`src/rtl/ddr_test_sequencer.sv`:
```
// ddr_test_sequencer: write-then-readback pattern test over the MIG app interface
module ddr_test_sequencer #(
   parameter int pDATA_WIDTH  = 128,
   parameter int pADDR_WIDTH  = 29,
   parameter int pADDR_INC    = 8,
   parameter int pCOUNT_WIDTH = 24,
   parameter int pTIMEOUT     = 4096
) (
   input  logic                    clk,
   input  logic                    reset_n,
   input  logic                    start,
   input  logic [pADDR_WIDTH-1:0]  base_addr,
   input  logic [pCOUNT_WIDTH-1:0] word_count,
   input  logic                    pattern_mode,
   input  logic [31:0]             seed,
   input  logic                    init_calib_complete,
   output logic [pADDR_WIDTH-1:0]  app_addr,
   output logic [2:0]              app_cmd,
   output logic                    app_en,
   input  logic                    app_rdy,
   output logic [pDATA_WIDTH-1:0]  app_wdf_data,
   output logic                    app_wdf_wren,
   output logic                    app_wdf_end,
   input  logic                    app_wdf_rdy,
   input  logic [pDATA_WIDTH-1:0]  app_rd_data,
   input  logic                    app_rd_data_valid,
   output logic                    busy,
   output logic                    done,
   output logic                    pass,
   output logic                    timeout,
   output logic [15:0]             error_count,
   output logic [pADDR_WIDTH-1:0]  first_fail_addr
);
   localparam int tmr_w = $clog2(pTIMEOUT + 1);
   localparam int reps = pDATA_WIDTH / 32;
   localparam logic [pADDR_WIDTH-1:0] addr_inc = pADDR_WIDTH'(pADDR_INC);
   localparam logic [pCOUNT_WIDTH-1:0] cnt_one = pCOUNT_WIDTH'(1);

   typedef enum logic [2:0] {IDLE, WAIT_CAL, WRITE, READ, DONE} state_t;

   state_t                  state;
   logic [pADDR_WIDTH-1:0]  base_r, caddr;
   logic [pCOUNT_WIDTH-1:0] cnt_r, wk, rk, ck;
   logic                    mode_r;
   logic [31:0]             seed_r, wpat, cpat, p0, wnext;
   logic [tmr_w-1:0]        tmr;
   logic                    w_done, outstanding, beat, miss;

   function automatic logic [31:0] next_pat(input logic m, input logic [31:0] p);
      return m ? ((p >> 1) ^ (p[0] ? 32'h80200003 : 32'h0)) : p + 32'd1;
   endfunction

   // pattern start value, word completion, read bookkeeping and compare
   always_comb begin
      p0          = (mode_r && seed_r == 32'h0) ? 32'h1 : seed_r;
      wnext       = next_pat(mode_r, wpat);
      w_done      = (!app_en || app_rdy) && (!app_wdf_wren || app_wdf_rdy);
      outstanding = rk != ck;
      beat        = app_rd_data_valid && ck != cnt_r;
      miss        = app_rd_data != {reps{cpat}};
   end

   assign app_wdf_end = app_wdf_wren;

   // test sequencer: config latch, write phase, read/check phase, status
   always_ff @(posedge clk) begin
      if (!reset_n) begin
         state           <= IDLE;
         base_r          <= '0;
         cnt_r           <= '0;
         mode_r          <= 1'b0;
         seed_r          <= '0;
         wpat            <= '0;
         cpat            <= '0;
         caddr           <= '0;
         wk              <= '0;
         rk              <= '0;
         ck              <= '0;
         tmr             <= '0;
         app_addr        <= '0;
         app_cmd         <= '0;
         app_en          <= 1'b0;
         app_wdf_data    <= '0;
         app_wdf_wren    <= 1'b0;
         busy            <= 1'b0;
         done            <= 1'b0;
         pass            <= 1'b0;
         timeout         <= 1'b0;
         error_count     <= '0;
         first_fail_addr <= '0;
      end else begin
         case (state)
            IDLE: if (start) begin
               base_r          <= base_addr;
               cnt_r           <= word_count;
               mode_r          <= pattern_mode;
               seed_r          <= seed;
               busy            <= 1'b1;
               done            <= 1'b0;
               pass            <= 1'b0;
               timeout         <= 1'b0;
               error_count     <= '0;
               first_fail_addr <= '0;
               state           <= (word_count == '0) ? DONE : WAIT_CAL;
            end
            WAIT_CAL: if (init_calib_complete) begin
               state        <= WRITE;
               app_en       <= 1'b1;
               app_cmd      <= 3'b000;
               app_addr     <= base_r;
               app_wdf_wren <= 1'b1;
               app_wdf_data <= {reps{p0}};
               wpat         <= p0;
               cpat         <= p0;
               caddr        <= base_r;
               wk           <= '0;
               rk           <= '0;
               ck           <= '0;
               tmr          <= '0;
            end
            WRITE: if (w_done) begin
               if (wk == cnt_r - cnt_one) begin
                  state        <= READ;
                  app_en       <= 1'b1;
                  app_cmd      <= 3'b001;
                  app_addr     <= base_r;
                  app_wdf_wren <= 1'b0;
               end else begin
                  wk           <= wk + cnt_one;
                  wpat         <= wnext;
                  app_wdf_data <= {reps{wnext}};
                  app_addr     <= app_addr + addr_inc;
                  app_en       <= 1'b1;
                  app_wdf_wren <= 1'b1;
               end
            end else begin
               app_en       <= app_en && !app_rdy;
               app_wdf_wren <= app_wdf_wren && !app_wdf_rdy;
            end
            READ: begin
               if (app_en && app_rdy) begin
                  rk       <= rk + cnt_one;
                  app_en   <= (rk + cnt_one) != cnt_r;
                  app_addr <= app_addr + addr_inc;
               end
               if (beat) begin
                  ck    <= ck + cnt_one;
                  cpat  <= next_pat(mode_r, cpat);
                  caddr <= caddr + addr_inc;
                  if (miss) begin
                     error_count <= error_count + {15'd0, error_count != 16'hFFFF};
                     if (error_count == '0) first_fail_addr <= caddr;
                  end
               end
               tmr <= (app_rd_data_valid || !outstanding) ? '0 : tmr + tmr_w'(1);
               if (ck == cnt_r && rk == cnt_r) state <= DONE;
               if (outstanding && !app_rd_data_valid && tmr == tmr_w'(pTIMEOUT - 1)) begin
                  timeout <= 1'b1;
                  app_en  <= 1'b0;
                  state   <= DONE;
               end
            end
            DONE: begin
               done  <= 1'b1;
               pass  <= error_count == '0 && !timeout;
               busy  <= 1'b0;
               state <= IDLE;
            end
            default: state <= IDLE;
         endcase
      end
   end
endmodule

```
`config.mk`:
```
export PLATFORM = sky130hd
export DESIGN_NAME = ddr_test_sequencer
export DESIGN_NICKNAME = d
export VERILOG_FILES = /design/src/rtl/ddr_test_sequencer.sv
export SDC_FILE = /design/constraint.sdc
export NUM_CORES = 1
export LEC_CHECK = 0
export ABC_CLOCK_PERIOD_IN_PS = 3600
export CORE_UTILIZATION = 53
export CTS_CLUSTER_DIAMETER = 60
export DETAILED_ROUTE_END_ITERATION = 6
export PLACE_DENSITY = 0.81
export SYNTH_ARGS = -nofsm -noshare
export SYNTH_HDL_FRONTEND = slang
export SYNTH_SLANG_ARGS = --single-unit
```
`constraint.sdc`:
```
create_clock -name clk -period 3.6 [get_ports clk]
set_input_delay 0.9 -clock clk [delete_from_list [all_inputs] [get_ports clk]]
set_output_delay 0.9 -clock clk [all_outputs]
set_load 0.1 [all_outputs]
```
# [Word level (Yosys, flattened, before mapping)]
# Cells that the tools add are included.
# Widths: inputs -> output; s select.
[op_classes] addsub=10 n_eq_ne=25 muxes=69 n_bitwise=2 reduce_logical=43
[op_table] operator="$mux 128" count=3
[op_table] operator="$mux 32" count=9
[op_table] operator="$mux 29" count=9
[op_table] operator="$pmux 128 s2" count=1
[op_table] operator="$pmux 24 s2" count=3
[op_table] operator="$ne 128x128->1" count=1
[op_table] operator="$pmux 32 s2" count=2
[op_table] operator="$mux 24" count=5
[op_table] operator="$pmux 29 s2" count=2
[op_table] operator="$pmux 29 s3" count=1
[op_table] operator="$add 24x1->24 const B" count=3
[op_table] operator="$eq 24x24->1" count=3
[op_table] operator="$ne 24x24->1" count=3
[op_table] operator="$add 32x1->32 const B" count=2
[op_table] operator="$xor 31x32->32" count=2
[op_table] operator="$add 29x4->29 const B" count=2
[op_table] operator="$mux 16" count=3
[op_table] operator="$logic_not 32->1" count=1
[op_table] operator="$pmux 16 s2" count=1
[op_table] operator="$mux 3" count=10
[op_table] operator="$mux 13" count=2
[op_table] operator="$pmux 13 s2" count=1
[op_table] operator="$logic_not 24->1" count=1
[op_table] operator="$sub 24x1->24 const B" count=1
[op_table] operator="other kinds (25)" count=78
[word_totals] regBits=478 inputBits=221 output_inout_bits=212 wordCells=172

# [Depth between registers and ports, before layout]
[depth] word_depth=6 mapped_depth=14 depth_no_buf=13

# [Worst setup path after synthesis]
# Ideal clock, no wire load.
[synth_timing] path_kind="flip-flop to flip-flop" startpoint="reg app_addr[3]" endpoint="reg app_addr[27]" setup_ps=65 arrival_ps=3450 required_ps=3535 path_slack_ps=85 stages_incl_launch_ff=11 path_buffers=0 synth_period_minus_slack_ps=3515 cell_sequence="dfxtp_1 ha_1 nand3_1 or3_1 or4_1 nor2_1 and3_1 nand3_1 or4_1 a21o_1 nand3_1"
[synth_between] elab_chain_len=4 elab_cells_between_ends=5 cone_classes="1 x add/sub; 4 x mux"
[synth_lines] item="start: declaration" line_no="17" text="output logic [pADDR_WIDTH-1:0] app_addr,"
[synth_lines] item="start signal: assignment" line_no="110" text="app_addr <= base_r;"
[synth_lines] item="start signal: assignment" line_no="126" text="app_addr <= base_r;"
[synth_lines] item="start signal: assignment" line_no="132" text="app_addr <= app_addr + addr_inc;"
[synth_lines] item="$add 29x4->29 (*)" line_no="132, 144"
[synth_lines] item="$mux 29" line_no="122" text="if (wk == cnt_r - cnt_one) begin"
[synth_lines] item="$mux 29" line_no="121" text="WRITE: if (w_done) begin"
[synth_lines] item="$pmux 29 s3 (*)" line_no="92" text="case (state)"
# Every way passes the cells marked *; elsewhere a longest branch is shown, timed or not. The select of a mux whose other input is x is not followed.
# A chain may end at the register's enable or synchronous reset.

# [Final worst setup path]
[layout_timing] startpoint="reg cnt_r[5]" endpoint="reg app_wdf_data[109]"
[layout_between] elab_chain_len=4
[layout_lines] item="start: declaration" line_no="43" text="logic [pCOUNT_WIDTH-1:0] cnt_r, wk, rk, ck;"
[layout_lines] item="start signal: assignment" line_no="95" text="cnt_r <= word_count;"
[layout_lines] item="$sub 24x1->24" line_no="122"
[layout_lines] item="$eq 24x24->1" line_no="122"
[layout_lines] item="$ne 2x2->1 (no line)"
[layout_lines] item="$reduce_and 4->1 (no line)"
[layout_lines] item="end signal: assignment" line_no="112" text="app_wdf_data <= {reps{p0}};"
[layout_lines] item="end signal: assignment" line_no="131" text="app_wdf_data <= {reps{wnext}};"
[layout_lines] item="end: declaration" line_no="21" text="output logic [pDATA_WIDTH-1:0] app_wdf_data,"
# No other way between the ends.

==> results.toml <==
[logic_synthesis]
netlist_instances = 2956
yosysSeqAreaShare = 0.319
ys.flop_type = "dfxtp_1"
netlist_area_um2 = 21900
yosys_warnings = 0
synth_seq_cells = 348
yosysUniqueCellTypes = 89
synth_edf_count = 0
synth-async-reset-ratio = 0
syn-mean-instance-area_um2 = 7.40

[placed_design]
place_inst = 3674
dpl_cell_area_um2 = 25400
numPortBuffers = 430
dp_hpwl_mm = 57.2
gp_congestion = 0.998

[power]
power_density_nw_per_um2 = 543
total_power_mw = 14.5
power.leakage_nw = 9.88
vdd.ir_drop.worst_uv = 358

[global_route]
grt_pass1_wl_mm = 118
grt_start_max_net_pins = 118
grt_use_total = 0.356
gr-total-overflow = 0
grt_pass1_vias = 21100
grt_antenna_before_repair = 9

[clocking]
clkLatencyLatePin_ns = 0.58
cts_max_level = 2
ctsHoldBuffers = 0
cts_buffers = 41
path_clk_slew_ns = 0.06
cts_root_buffer = "clkbuf_16"
clock_sinks = 348
cts_buffer_depth = 3
cts_tree = "yes"
post_cts_buffers = 0
cts.repair.resized = 0

[flow_run]
maxCapViolCount = 0

[sta]
tightest_slew_ns = 1.18
fin_crit_sh = 0.966
slew_headroom = 0.209
fin_worst_skew_ns = 0.0219
finalHoldViolCount = 0
fin_tns_setup_ns = 0
layout_min_cycle_time_ns = 3.48
slew_violations = 0
fmax_mhz = 287
setup-violations-final = 0
rsz0062_at_grt = "false"

[floorplanning]
rows = 74
ios = 433
start_util = 0.537
die_area_um2 = 42100
die_h_um = 205
core_um2 = 40700
die_w_um = 205

[critical_path]
critPathMaxFanout = 63
arrival_ns = 3.95
worstPathRequired_ns = 4.07
critPathLaunchType = "flip-flop"
end_kind = "flip-flop"
critPathKind = "reg -> reg"

[finish]
finalNonFillerCells = 3753
fin_nets = 3417
area_delta_synth_final_pct = 22.4
finalCoreUtilization = 0.657
design_area_um2 = 26800
drive_above_1_share = 0.129

[run_status]
status = "finished clean"

[drt]
drtPass1Iterations = 6
vias_per_cell = 6.17
avgRoutedWirePerCell_um = 20.7
detail-route-antenna-nets = 0
drc_errors = 0
via_count = 23100
drtIter0Drc = 2322
routed_wl_mm = 77.8

[min_path]
hp-class = "reg -> reg"
worst paths after layout:
kind | start | slack, ns | cells past startpoint | endpoint
hold / removal | caddr[0] | 0.46 | 2 | caddr[0]
hold reg to reg | caddr[0] | 0.46 | 2 | caddr[0]
setup / recovery | cnt_r[5] | 0.12 | 10 | app_wdf_data[109]
setup reg to reg | cnt_r[5] | 0.12 | 10 | app_wdf_data[109]
layout by cell type (no fill, tap or decap), types with 45 or more instances in the layout:
cell type        instances
o21ai_0                137
nor4_1                  48
nand3_1                147
nand2_1                438
buf_4                  296
dfxtp_1                347
nand4_1                 83
xnor2_1                155
a21oi_1                273
clkdlybuf4s50_1        219
or3_1                   45
nor2_1                 218
and3_1                  79
xor2_1                 110
nor3_1                  67
registers in the layout (all words and copies together), names as in the netlist, 3 cells and up:
register and cells:
app_addr 29, app_wdf_data 32, base_r 29, caddr 29, ck 24, cnt_r 24, cpat 32, error_count 16
first_fail_addr 29, rk 24, seed_r 32, state 3, tmr 13, wk 24
layout make-up:
| type | count | area, um2 |
|---|---|---|
| Multi-Input combinational cell | 2237 | 13100 |
| Timing Repair Buffer | 524 | 4580 |
| Clock buffer | 61 | 1180 |
| Antenna cell | 5 | 12.5 |
| Sequential cell | 348 | 6970 |
| Clock inverter | 13 | 149 |
| Fill cell | 3523 | 14000 |
| Tap cell | 532 | 666 |
| Inverter | 33 | 129 |
critical path, stage by stage, from the launching register on:
cell	delay [ns]
dfxtp_1	0.52
nor4_2	0.54
nand4_1	0.22
or3_1	0.37
xnor2_1	0.17
nor4_4	0.30
nand4_4	0.30
a21oi_4	0.26
buf_12	0.27
o21bai_1	0.15
a221oi_2	0.25
stage by stage:
step	setup WS (ns)	hold slack, ns
after detailed placement	-0.333	0.452
after global routing	0.0345	0.495
after CTS	0.228	0.460
final	0.121	0.462
after global placement	-0.276	0.453
after floorplan	0.0846	0.433
power breakdown:
part	switching (mW)	leakage (nW)	internal [mW]	total [mW]
logic	4.14	6.40	1.56	5.70
registers	0.566	2.82	4.13	4.69
clock network	1.72	0.656	2.43	4.14
total	6.43	9.88	8.12	14.5
cell usage after synthesis (12+ instances only):
master / instances / area (um2)
buf_1: 15 / 56.3
and3_1: 79 / 494
nand2_1: 440 / 1650
dfxtp_1: 348 / 6970
or3_1: 45 / 282
a21oi_1: 273 / 1370
buf_4: 104 / 781
nor2_1: 219 / 822
o21ai_0: 137 / 686
buf_2: 29 / 145
a31oi_1: 24 / 150
nor3_1: 70 / 350
a22oi_1: 37 / 278
nand3_1: 147 / 736
nand4_1: 83 / 519
inv_1: 33 / 124
a21o_1: 12 / 90.1
nor2b_1: 18 / 113
xnor2_1: 155 / 1360
or4_1: 23 / 173
nor4_1: 48 / 300
nand2b_1: 38 / 238
and2_1: 12 / 75.1
xor2_1: 110 / 963
o211ai_1: 25 / 188
and4_1: 23 / 201
mux2i_1: 16 / 160
o22ai_1: 21 / 131
clkbuf_1: 182 / 683
a211oi_1: 14 / 105
layer usage:
metal / up-vias / routed length (um) / track usage
met3: 203 / 7380 / 0.0622
met4: 8 / 3230 / 0.160
met5: - / 52 / 0
li1: 10800 / - / -
met1: 10900 / 30800 / 0.457
met2: 1227 / 36300 / 0.580
logic make-up after synthesis:
kind of cell | share of synthesized area
mux | 0.00784
compound gates | 0.181
fa+ha+maj | 0.00629
buf+inv | 0.0869
flops | 0.319
xor+xnor | 0.106
other cells | 0.000172
simple gates | 0.293
Note: power is estimated with default switching activity, not from simulation.
